==> src/rtl/panel_ctrl.sv <==
// panel_ctrl: front-panel controller.
//   - KEYS debounced keys with press events, optional hold/auto-repeat.
//   - DIGITS multiplexed 7-segment digits with a per-frame latch,
//     an anti-ghost blank and per-digit flashing.
// Build option: define PANEL_AUTOREPEAT_EN to enable the hold counters,
// key_rep_o and key_held_o. Without it those outputs are tied low and the
// debounce and display logic is unchanged.
// Handshake: none. key_evt_o/key_rep_o are single-cycle registered pulses,
// key_held_o is a level. key_state_o exposes each key FSM (2 bits per key).
module panel_ctrl #(
   parameter int DIGITS    = 5,
   parameter int KEYS      = 5,
   parameter int DEB_CYC   = 200000,
   parameter int HOLD_CYC  = 10000000,
   parameter int REP_CYC   = 2000000,
   parameter int SCAN_CYC  = 20000,
   parameter int FLASH_CYC = 5000000
) (
   input  logic                  clk,
   input  logic                  reset,
   input  logic [KEYS-1:0]       key_raw_i,
   input  logic [DIGITS*8-1:0]   disp_data_i,
   input  logic [DIGITS-1:0]     flash_mask_i,
   output logic [DIGITS-1:0]     seg_sel_o,
   output logic [7:0]            seg_out_o,
   output logic [KEYS-1:0]       key_evt_o,
   output logic [KEYS-1:0]       key_rep_o,
   output logic [KEYS-1:0]       key_held_o,
   output logic [2*KEYS-1:0]     key_state_o
);

   localparam int DEB_W   = $clog2(DEB_CYC + 1);
   localparam int SCAN_W  = $clog2(SCAN_CYC + 1);
   localparam int FLASH_W = $clog2(FLASH_CYC + 1);
   localparam int IDX_W   = (DIGITS > 1) ? $clog2(DIGITS) : 1;
   localparam int CNT_MAX = (HOLD_CYC > REP_CYC) ? HOLD_CYC : REP_CYC;
   localparam int HOLD_W  = $clog2(CNT_MAX + 1);

   if (DEB_CYC < 2 || HOLD_CYC < 1 || REP_CYC < 1 || SCAN_CYC < 1 || FLASH_CYC < 1
       || HOLD_W < 1) begin : g_param_err
      $error("panel_ctrl: illegal timing parameter");
   end

   typedef enum logic [1:0] {IDLE = 2'd0, DEB_PRESS = 2'd1, PRESSED = 2'd2, DEB_REL = 2'd3} key_state_e;

   logic [KEYS-1:0]  sync1_q, sync2_q;
   key_state_e       state_q [KEYS];
   key_state_e       state_d [KEYS];
   logic [DEB_W-1:0] deb_q   [KEYS];
   logic [DEB_W-1:0] deb_d   [KEYS];
   logic [KEYS-1:0]  evt_q, evt_d;

   // Two-flop synchroniser on every raw key level.
   always_ff @(posedge clk or negedge reset) begin
      if (!reset) begin
         sync1_q <= '0;
         sync2_q <= '0;
      end else begin
         sync1_q <= key_raw_i;
         sync2_q <= sync1_q;
      end
   end

   // Key FSM state, debounce counters and the registered press pulse.
   always_ff @(posedge clk or negedge reset) begin
      if (!reset) begin
         for (int i = 0; i < KEYS; i++) begin
            state_q[i] <= IDLE;
            deb_q[i]   <= '0;
         end
         evt_q <= '0;
      end else begin
         for (int i = 0; i < KEYS; i++) begin
            state_q[i] <= state_d[i];
            deb_q[i]   <= deb_d[i];
         end
         evt_q <= evt_d;
      end
   end

   // Next state: the IDLE/PRESSED cycle that first sees the new level counts
   // as the first stable clock, so the counter enters DEB_* at 1.
   always_comb begin
      for (int i = 0; i < KEYS; i++) begin
         state_d[i] = state_q[i];
         deb_d[i]   = deb_q[i];
         case (state_q[i])
            IDLE: begin
               if (sync2_q[i]) begin
                  state_d[i] = DEB_PRESS;
                  deb_d[i]   = DEB_W'(1);
               end
            end
            DEB_PRESS: begin
               if (!sync2_q[i]) begin
                  state_d[i] = IDLE;
                  deb_d[i]   = '0;
               end else if (deb_q[i] == DEB_W'(DEB_CYC - 1)) begin
                  state_d[i] = PRESSED;
                  deb_d[i]   = '0;
               end else begin
                  deb_d[i] = deb_q[i] + DEB_W'(1);
               end
            end
            PRESSED: begin
               if (!sync2_q[i]) begin
                  state_d[i] = DEB_REL;
                  deb_d[i]   = DEB_W'(1);
               end
            end
            DEB_REL: begin
               if (sync2_q[i]) begin
                  state_d[i] = PRESSED;
                  deb_d[i]   = '0;
               end else if (deb_q[i] == DEB_W'(DEB_CYC - 1)) begin
                  state_d[i] = IDLE;
                  deb_d[i]   = '0;
               end else begin
                  deb_d[i] = deb_q[i] + DEB_W'(1);
               end
            end
            default: begin
               state_d[i] = IDLE;
               deb_d[i]   = '0;
            end
         endcase
      end
   end

   // FSM outputs: press pulse on the DEB_PRESS->PRESSED transition, debug state.
   always_comb begin
      evt_d       = '0;
      key_state_o = '0;
      for (int i = 0; i < KEYS; i++) begin
         evt_d[i]             = (state_q[i] == DEB_PRESS) && (state_d[i] == PRESSED);
         key_state_o[2*i +: 2] = state_q[i];
      end
   end

   assign key_evt_o = evt_q;

`ifdef PANEL_AUTOREPEAT_EN
   logic [HOLD_W-1:0] hold_q [KEYS];
   logic [HOLD_W-1:0] hold_d [KEYS];
   logic [KEYS-1:0]   rep_q, rep_d, held_q, held_d, pressed_v;
   logic              multi;

   // Several keys down at once is treated as a chord: repeat is frozen.
   always_comb begin
      pressed_v = '0;
      for (int i = 0; i < KEYS; i++) pressed_v[i] = (state_q[i] == PRESSED);
      multi = ($countones(pressed_v) > 1);
   end

   // Hold counter: first repeat after HOLD_CYC, then every REP_CYC; cleared on IDLE entry.
   always_comb begin
      rep_d  = '0;
      held_d = held_q;
      for (int i = 0; i < KEYS; i++) begin
         hold_d[i] = hold_q[i];
         if (state_d[i] == IDLE) begin
            hold_d[i] = '0;
            held_d[i] = 1'b0;
         end else if ((state_q[i] == PRESSED || state_q[i] == DEB_REL) && !multi) begin
            if (!held_q[i] && hold_q[i] == HOLD_W'(HOLD_CYC - 1)) begin
               rep_d[i]  = 1'b1;
               held_d[i] = 1'b1;
               hold_d[i] = '0;
            end else if (held_q[i] && hold_q[i] == HOLD_W'(REP_CYC - 1)) begin
               rep_d[i]  = 1'b1;
               hold_d[i] = '0;
            end else begin
               hold_d[i] = hold_q[i] + HOLD_W'(1);
            end
         end
      end
   end

   // Hold/repeat registers.
   always_ff @(posedge clk or negedge reset) begin
      if (!reset) begin
         for (int i = 0; i < KEYS; i++) hold_q[i] <= '0;
         rep_q  <= '0;
         held_q <= '0;
      end else begin
         for (int i = 0; i < KEYS; i++) hold_q[i] <= hold_d[i];
         rep_q  <= rep_d;
         held_q <= held_d;
      end
   end

   assign key_rep_o  = rep_q;
   assign key_held_o = held_q;
`else
   assign key_rep_o  = '0;
   assign key_held_o = '0;
`endif

   logic                run_q;
   logic [SCAN_W-1:0]   scan_q, scan_d;
   logic [IDX_W-1:0]    idx_q, idx_d;
   logic                latch;
   logic [FLASH_W-1:0]  flash_q, flash_d;
   logic                phase_q, phase_d;
   logic [DIGITS*8-1:0] frame_data_q;
   logic [DIGITS-1:0]   frame_mask_q;

   // Scan/flash sequencing; the first edge after reset starts digit 0 and
   // counts as a frame start so the frame register is loaded immediately.
   always_comb begin
      scan_d  = scan_q;
      idx_d   = idx_q;
      latch   = 1'b0;
      flash_d = flash_q + FLASH_W'(1);
      phase_d = phase_q;
      if (!run_q) begin
         scan_d = '0;
         idx_d  = '0;
         latch  = 1'b1;
      end else if (scan_q == SCAN_W'(SCAN_CYC - 1)) begin
         scan_d = '0;
         if (idx_q == IDX_W'(DIGITS - 1)) begin
            idx_d = '0;
            latch = 1'b1;
         end else begin
            idx_d = idx_q + IDX_W'(1);
         end
      end else begin
         scan_d = scan_q + SCAN_W'(1);
      end
      if (flash_q == FLASH_W'(FLASH_CYC - 1)) begin
         flash_d = '0;
         phase_d = !phase_q;
      end
   end

   // Display registers, including the once-per-frame snapshot of the inputs.
   always_ff @(posedge clk or negedge reset) begin
      if (!reset) begin
         run_q        <= 1'b0;
         scan_q       <= '0;
         idx_q        <= '0;
         flash_q      <= '0;
         phase_q      <= 1'b1;
         frame_data_q <= '0;
         frame_mask_q <= '0;
      end else begin
         run_q   <= 1'b1;
         scan_q  <= scan_d;
         idx_q   <= idx_d;
         flash_q <= flash_d;
         phase_q <= phase_d;
         if (latch) begin
            frame_data_q <= disp_data_i;
            frame_mask_q <= flash_mask_i;
         end
      end
   end

   // Digit drive: blank in the first clock of a slot and for flashing digits in the off phase.
   always_comb begin
      seg_sel_o = '0;
      seg_out_o = 8'h00;
      if (run_q) begin
         seg_sel_o = DIGITS'(1) << idx_q;
         if (scan_q != '0 && !(!phase_q && frame_mask_q[idx_q]))
            seg_out_o = frame_data_q[8*int'(idx_q) +: 8];
      end
   end

endmodule
==> config.mk <==
export PLATFORM = sky130hd
export DESIGN_NAME = panel_ctrl
export DESIGN_NICKNAME = d
export VERILOG_FILES = /design/src/rtl/panel_ctrl.sv
export SDC_FILE = /design/constraint.sdc
export NUM_CORES = 1
export LEC_CHECK = 0
export ABC_AREA = 1
export BUFFER_PORTS_ARGS = -buffer_cell sky130_fd_sc_hd__buf_2
export CORE_ASPECT_RATIO = 1.4
export CORE_MARGIN = 2
export CORE_UTILIZATION = 40
export CTS_BUF_LIST = sky130_fd_sc_hd__clkbuf_4
export DETAILED_ROUTE_END_ITERATION = 7
export PLACE_DENSITY_LB_ADDON = 0.08
export SETUP_SLACK_MARGIN = 0.05
export SLEW_MARGIN = 25
export SYNTH_ARGS = -nofsm -noshare
export SYNTH_HDL_FRONTEND = slang
export SYNTH_SLANG_ARGS = --single-unit
==> constraint.sdc <==
create_clock -name clk -period 2.4 [get_ports clk]
set_clock_uncertainty 0.15 [all_clocks]
set_input_delay 0.48 -clock clk [delete_from_list [all_inputs] [get_ports clk]]
set_output_delay 0.48 -clock clk [all_outputs]
set_load 0.02 [all_outputs]
Word level (Yosys, flattened, before mapping). Cells that the tools add are included.

Register bits after elaboration: 203. Bits of input ports: 52. Word-level logic and storage cells: 169.

Reduce and logical (&&, ||, !) cells: 20. Eq/ne operators: 39. Shift-type cells: 2. Multiplexer cells: 79. Add/subtract/negate cells: 8. Order comparisons: 1.

Operators with widths (count): 18-bit two-way mux (25); 18-bit case mux with 4 select lines (5); 18-bit by 1-bit adder with 18-bit output, second input constant (5); 18-bit equality test, second input constant (5); 2-bit two-way mux (30); 2-bit case mux with 4 select lines (5); 40-bit by 7-bit indexed part select with 8-bit output (1); 2-bit equality test, second input constant (15); 15-bit two-way mux (2); 23-bit by 1-bit adder with 23-bit output, second input constant (1); 23-bit equality test, second input constant (1); 23-bit two-way mux (1); 2-bit inequality test, second input constant (10); 8-bit two-way mux (2); 15-bit by 1-bit adder with 15-bit output, second input constant (1); 15-bit equality test, second input constant (1); 15-bit nonzero test (1); 2-bit by 1-bit equality test with 1-bit output, second input constant (5); 2-bit zero test (5); 2-bit AND reduction (5); 3-bit two-way mux (3); 1-bit logical AND (7); 5-bit two-way mux (1); 1-bit by 3-bit << shifter with 5-bit output, first input constant (1); other kinds (7) (11).

Longest topological paths before layout.
Depth in word-level cells: 7. Gate-level depth with buffers: 10. Mapped depth without buffers: 10.

Worst setup path after synthesis. No wires, ideal clock.

Kind: register -> output. Start: register idx_q[0]. End: output port seg_out_o[4]. Stages on the path, launching flop included: 9. Setup slack: 0.397 ns. Arrival time: 1.373 ns. Path buffers: 2. Data required time: 1.770 ns. Cell sequence: dfrtp_1 > buf_2 > clkbuf_1 > a21oi_1 > o21ai_0 > nand2_1 > nand2_1 > nand2_1 > nor2_1.

Longest elaborated chain between the ends: 7. Elaborated cells between the ends (all ways): 8. Classes of those cells: shift (1); mux (4); reduce/logical (3).

RTL lines: start: declaration (RTL line 201) `logic [IDX_W-1:0] idx_q, idx_d;`; start signal: assignment (RTL line 250) `idx_q <= idx_d;`; parallel branches: the longest is 5 deep, another holds 40-bit by 7-bit indexed part select with 8-bit output; 8-bit two-way mux (*) (RTL line 266) `if (scan_q != '0 && !(!phase_q && frame_mask_q[idx_q]))`; 8-bit two-way mux (*) (RTL line 264) `if (run_q) begin`; end: declaration (RTL line 25) `output logic [7:0] seg_out_o,`.

Mark *: on every way between the ends. The select of a mux whose other input is x is not followed.

Final worst setup path.
Start: register idx_q[0]. End: output port seg_sel_o[3].

Longest elaborated chain between the ends: 2.

RTL lines: 1-bit by 3-bit << shifter with 5-bit output (RTL line 265) `seg_sel_o = DIGITS'(1) << idx_q;`; 5-bit two-way mux (RTL line 264); end: declaration (RTL line 24) `output logic [DIGITS-1:0] seg_sel_o,`.

Every way passes these cells.

==> impl_metrics.csv <==
group,metric,value,unit
outcome,outcome,"complete, but fails checks",
outcome,violations,"setup timing",
synthesis,synth_cell_types,39,
setup_path,worstPathMaxFanout,7,
synthesis,synth_cells,1576,
synthesis,muxShareOfSynthArea,0,%
timing,finalCritPeriodShare,110.8,%
timing,holdWs,174.0,ps
cts,cts_buffer_depth,3,
floorplan,io_pins,90,
synthesis,syn-cell-area,0.01144,mm2
drt,drc_errors,0,
floorplan,rows,73,
timing,setup_viol,11,
setup_path,worstReg2RegStart,"deb_q[72]",
timing,slew_violations,0,
cts,numCtsBuffers,53,
timing,tightest_slew,555.8,ps
pwr,power_density,522.4,mW/mm2
pwr,vdd_drop_max,0.3143,mV
drt,dr.pass1.iters,5,
drt,via_per_inst,4.746,
synthesis,synth-seq-cells,203,
synthesis,yosysTopAreaCell,"dfrtp_1",
setup_path,cp.arrival,2030,ps
cts,clk_pin_slew_worst_paths,60,ps
layout,final_cells,2170,
synthesis,synth_top_family_by_area,"simple AND/OR/NAND/NOR gates",
synthesis,yosys-top-cells-count,"nand2_1 (482), nor2_1 (210), dfrtp_1 (202)",
layout,drive_gt1_share,15.07,%
cts,cts_root_buffer,"clkbuf_4",
grt,antenna_found_initial,3,
drt,initialDrtViolationCount,423,
drt,ant_nets,0,
synthesis,synthTopCellsByArea,"dfrtp_1 (44%), nand2_1 (16%), nor2_1 (6.9%)",
setup_path,cp.required,1770,ps
timing,finalCriticalPeriod,2660,ps
timing,rsz0062_at_grt,"true",
place,place_hpwl,21960,um
timing,max_freq,375.9,MHz
timing,setup_ws,-260.3,ps
setup_path,crit_start,"idx_q[0]",
drt,vias,10300,
floorplan,die_h,204.1,um
grt,grt_pass1_wl,49800,um
setup_path,path_class,"flop to output pin",
drt,drt_wl_total,29610,um
cts,clk_latency,710,ps
drt,wl_per_cell,13.64,um
layout,syn2layout_area_growth,19.82,%
place,place_congestion,0.8646,
synthesis,synth_edf_count,0,
floorplan,core_area,0.02831,mm2
hold_path,min_path_type,"input port to async pin",
place,place_inst,2014,
floorplan,die_area,0.02998,mm2
synthesis,yosys_warnings,0,
grt,grt_remaining_overflow,0,
setup_path,start_kind,"flop",
setup_path,end_kind,"output pin",
grt,grt_pass1_vias,10470,
layout,seqCellArea,0.005085,mm2
setup_path,rrSetupSlack,410,ps
flow_run,maxCapViolations,0,
synthesis,synthArstFlopShare,100.0,%
floorplan,start_util,40.40,%
synthesis,synthAdderAreaFrac,1.422,%
layout,multi_input_area,0.005455,mm2
setup_path,ff2ff_path_depth,9,
cts,cts_tree,"built",
synthesis,ys_seq_area_share,44.42,%
layout,num-fill-cells,2960,
synthesis,yosysMostFrequentCell,"nand2_1",
synthesis,synth_compound_gate_area_share,7.165,%
layout,fin_nets,1821,
setup_path,r2r_end,"deb_q[88]",
synthesis,synth_simple_gate_area_share,33.05,%
synthesis,synth_ff_type,"dfrtp_1",
synthesis,synth_xor_area_share,4.671,%
cts,htreeDepth,2,
pwr,leakagePower,6.594,nW
timing,final_hold_viol_count,0,
cts,clock_sinks,203,
synthesis,synth_top_cell_area_share,44.19,%
floorplan,dieWidth,146.9,um
grt,grt_max_degree,57,
place,portBuffers,79,
grt,grt_usage,20.27,%
timing,maxSlewHeadroom,62.91,%
synthesis,avgSynthCellArea,7.258,um2
[cells by family after synthesis]
| group | after synthesis |
|---|---|
| and+or+nand+nor | 895 |
| buffers and inverters | 249 |
| DFF | 203 |
| AOI/OAI and AO/OA | 153 |
| xor gates and xnor gates | 61 |
| adders and majority gates | 13 |
| other | 2 |
[area by class of cell]
| type | instances | area share, % |
|---|---|---|
| multi-input cells | 1133 | 39.80 |
| flip-flops and latches | 203 | 37.10 |
| repair buffers | 158 | 9.248 |
| inverters | 207 | 5.697 |
| clock buffers | 79 | 4.327 |
| well taps | 375 | 3.423 |
| clock inverters | 12 | 0.3469 |
| diodes | 3 | 0.05477 |
[state kept, by name (all words and copies together) (netlist names)]
name,cells
sync2_q,5
key_evt_o,5
run_q,1
flash_q,23
frame_mask_q,5
idx_q,3
deb_q,90
phase_q,1
sync1_q,5
scan_q,15
frame_data_q,40
key_state_o,10
[layer usage]
metal  part of all wire [%]  global-route usage [%]  vias to the layer above
li1                       -                       -                     5329
met1                     43                   24.22                     4738
met3                    4.4                   4.174                       56
met4                    2.4                   7.143                        0
met2                     50                   36.18                      176
met5                      0                       0                        -
[per-stage QoR]
stage	total power [W]	worst slack, ps	cell area, um2	utilization (%)	TNS [ps]
after detailed placement	0.004237	263.0	12260	43.30	0
after global placement	0.004235	312.0	12260	43.30	0
final	0.007160	-260.3	13710	48.40	-2210
after CTS	0.007323	-320.8	13570	47.94	-3048
after floorplan	0.003990	396.6	11470	-	0
after global routing	0.007603	-431.4	13710	48.40	-4454
[placed cells by master (no fill, tap or decap), drive strengths merged]
master	Yosys	final
and2	5	5
nand4	29	29
nor3b	3	3
xnor2	7	7
dfrtp	202	202
diode	0	3
o21bai	7	7
ha	13	13
and3	1	1
o22ai	19	19
nand2	487	487
nor2	219	219
nor4	3	3
buf	35	107
nand3	123	123
o211ai	4	4
dlygate4sd3	0	51
dfstp	1	1
a21o	1	1
clkinv	3	13
conb	2	11
a21oi	21	21
or2	7	7
clkbuf	7	79
nor3	18	18
inv	204	206
xor2	54	54
o21ai	101	101
[report_power, final]
| part | internal [W] | switching (W) |
|---|---|---|
| logic | 0.000246 | 0.000384 |
| clock network | 0.00149 | 0.00141 |
| registers | 0.00354 | 0.0000920 |
[how the worst max path moves through the flow]
| stage | endpoint | slack [ps] | depth (start not counted) |
|---|---|---|---|
| 4_1_cts | seg_out_o[0] | -320 | 9 |
| 3_5_place_dp | seg_out_o[0] | 260 | 8 |
| 3_3_place_gp | seg_out_o[3] | 310 | 6 |
| 6_report | seg_sel_o[3] | -260 | 7 |
| 5_1_grt | seg_out_o[0] | -430 | 8 |
| 2_1_floorplan | seg_out_o[4] | 400 | 8 |
[critical path, cell delays in order (launching register included)]
cell	delay, ps
dfrtp_2	480
buf_4	170
buf_6	110
ha_1	190
ha_2	170
nand2_2	70
inv_1	50
buf_6	120
[repair_timing]
item | 4_1_cts | 5_1_grt
pin swaps | 4 | 2
hold endpoints to repair | 240 | 0
setup buffers | 6 | 4
resized for setup | 39 | 31
hold buffers | 51 | 0
cloned | 0 | 1
setup endpoints to repair | 13 | 14
(Power assumes the default switching activity.)
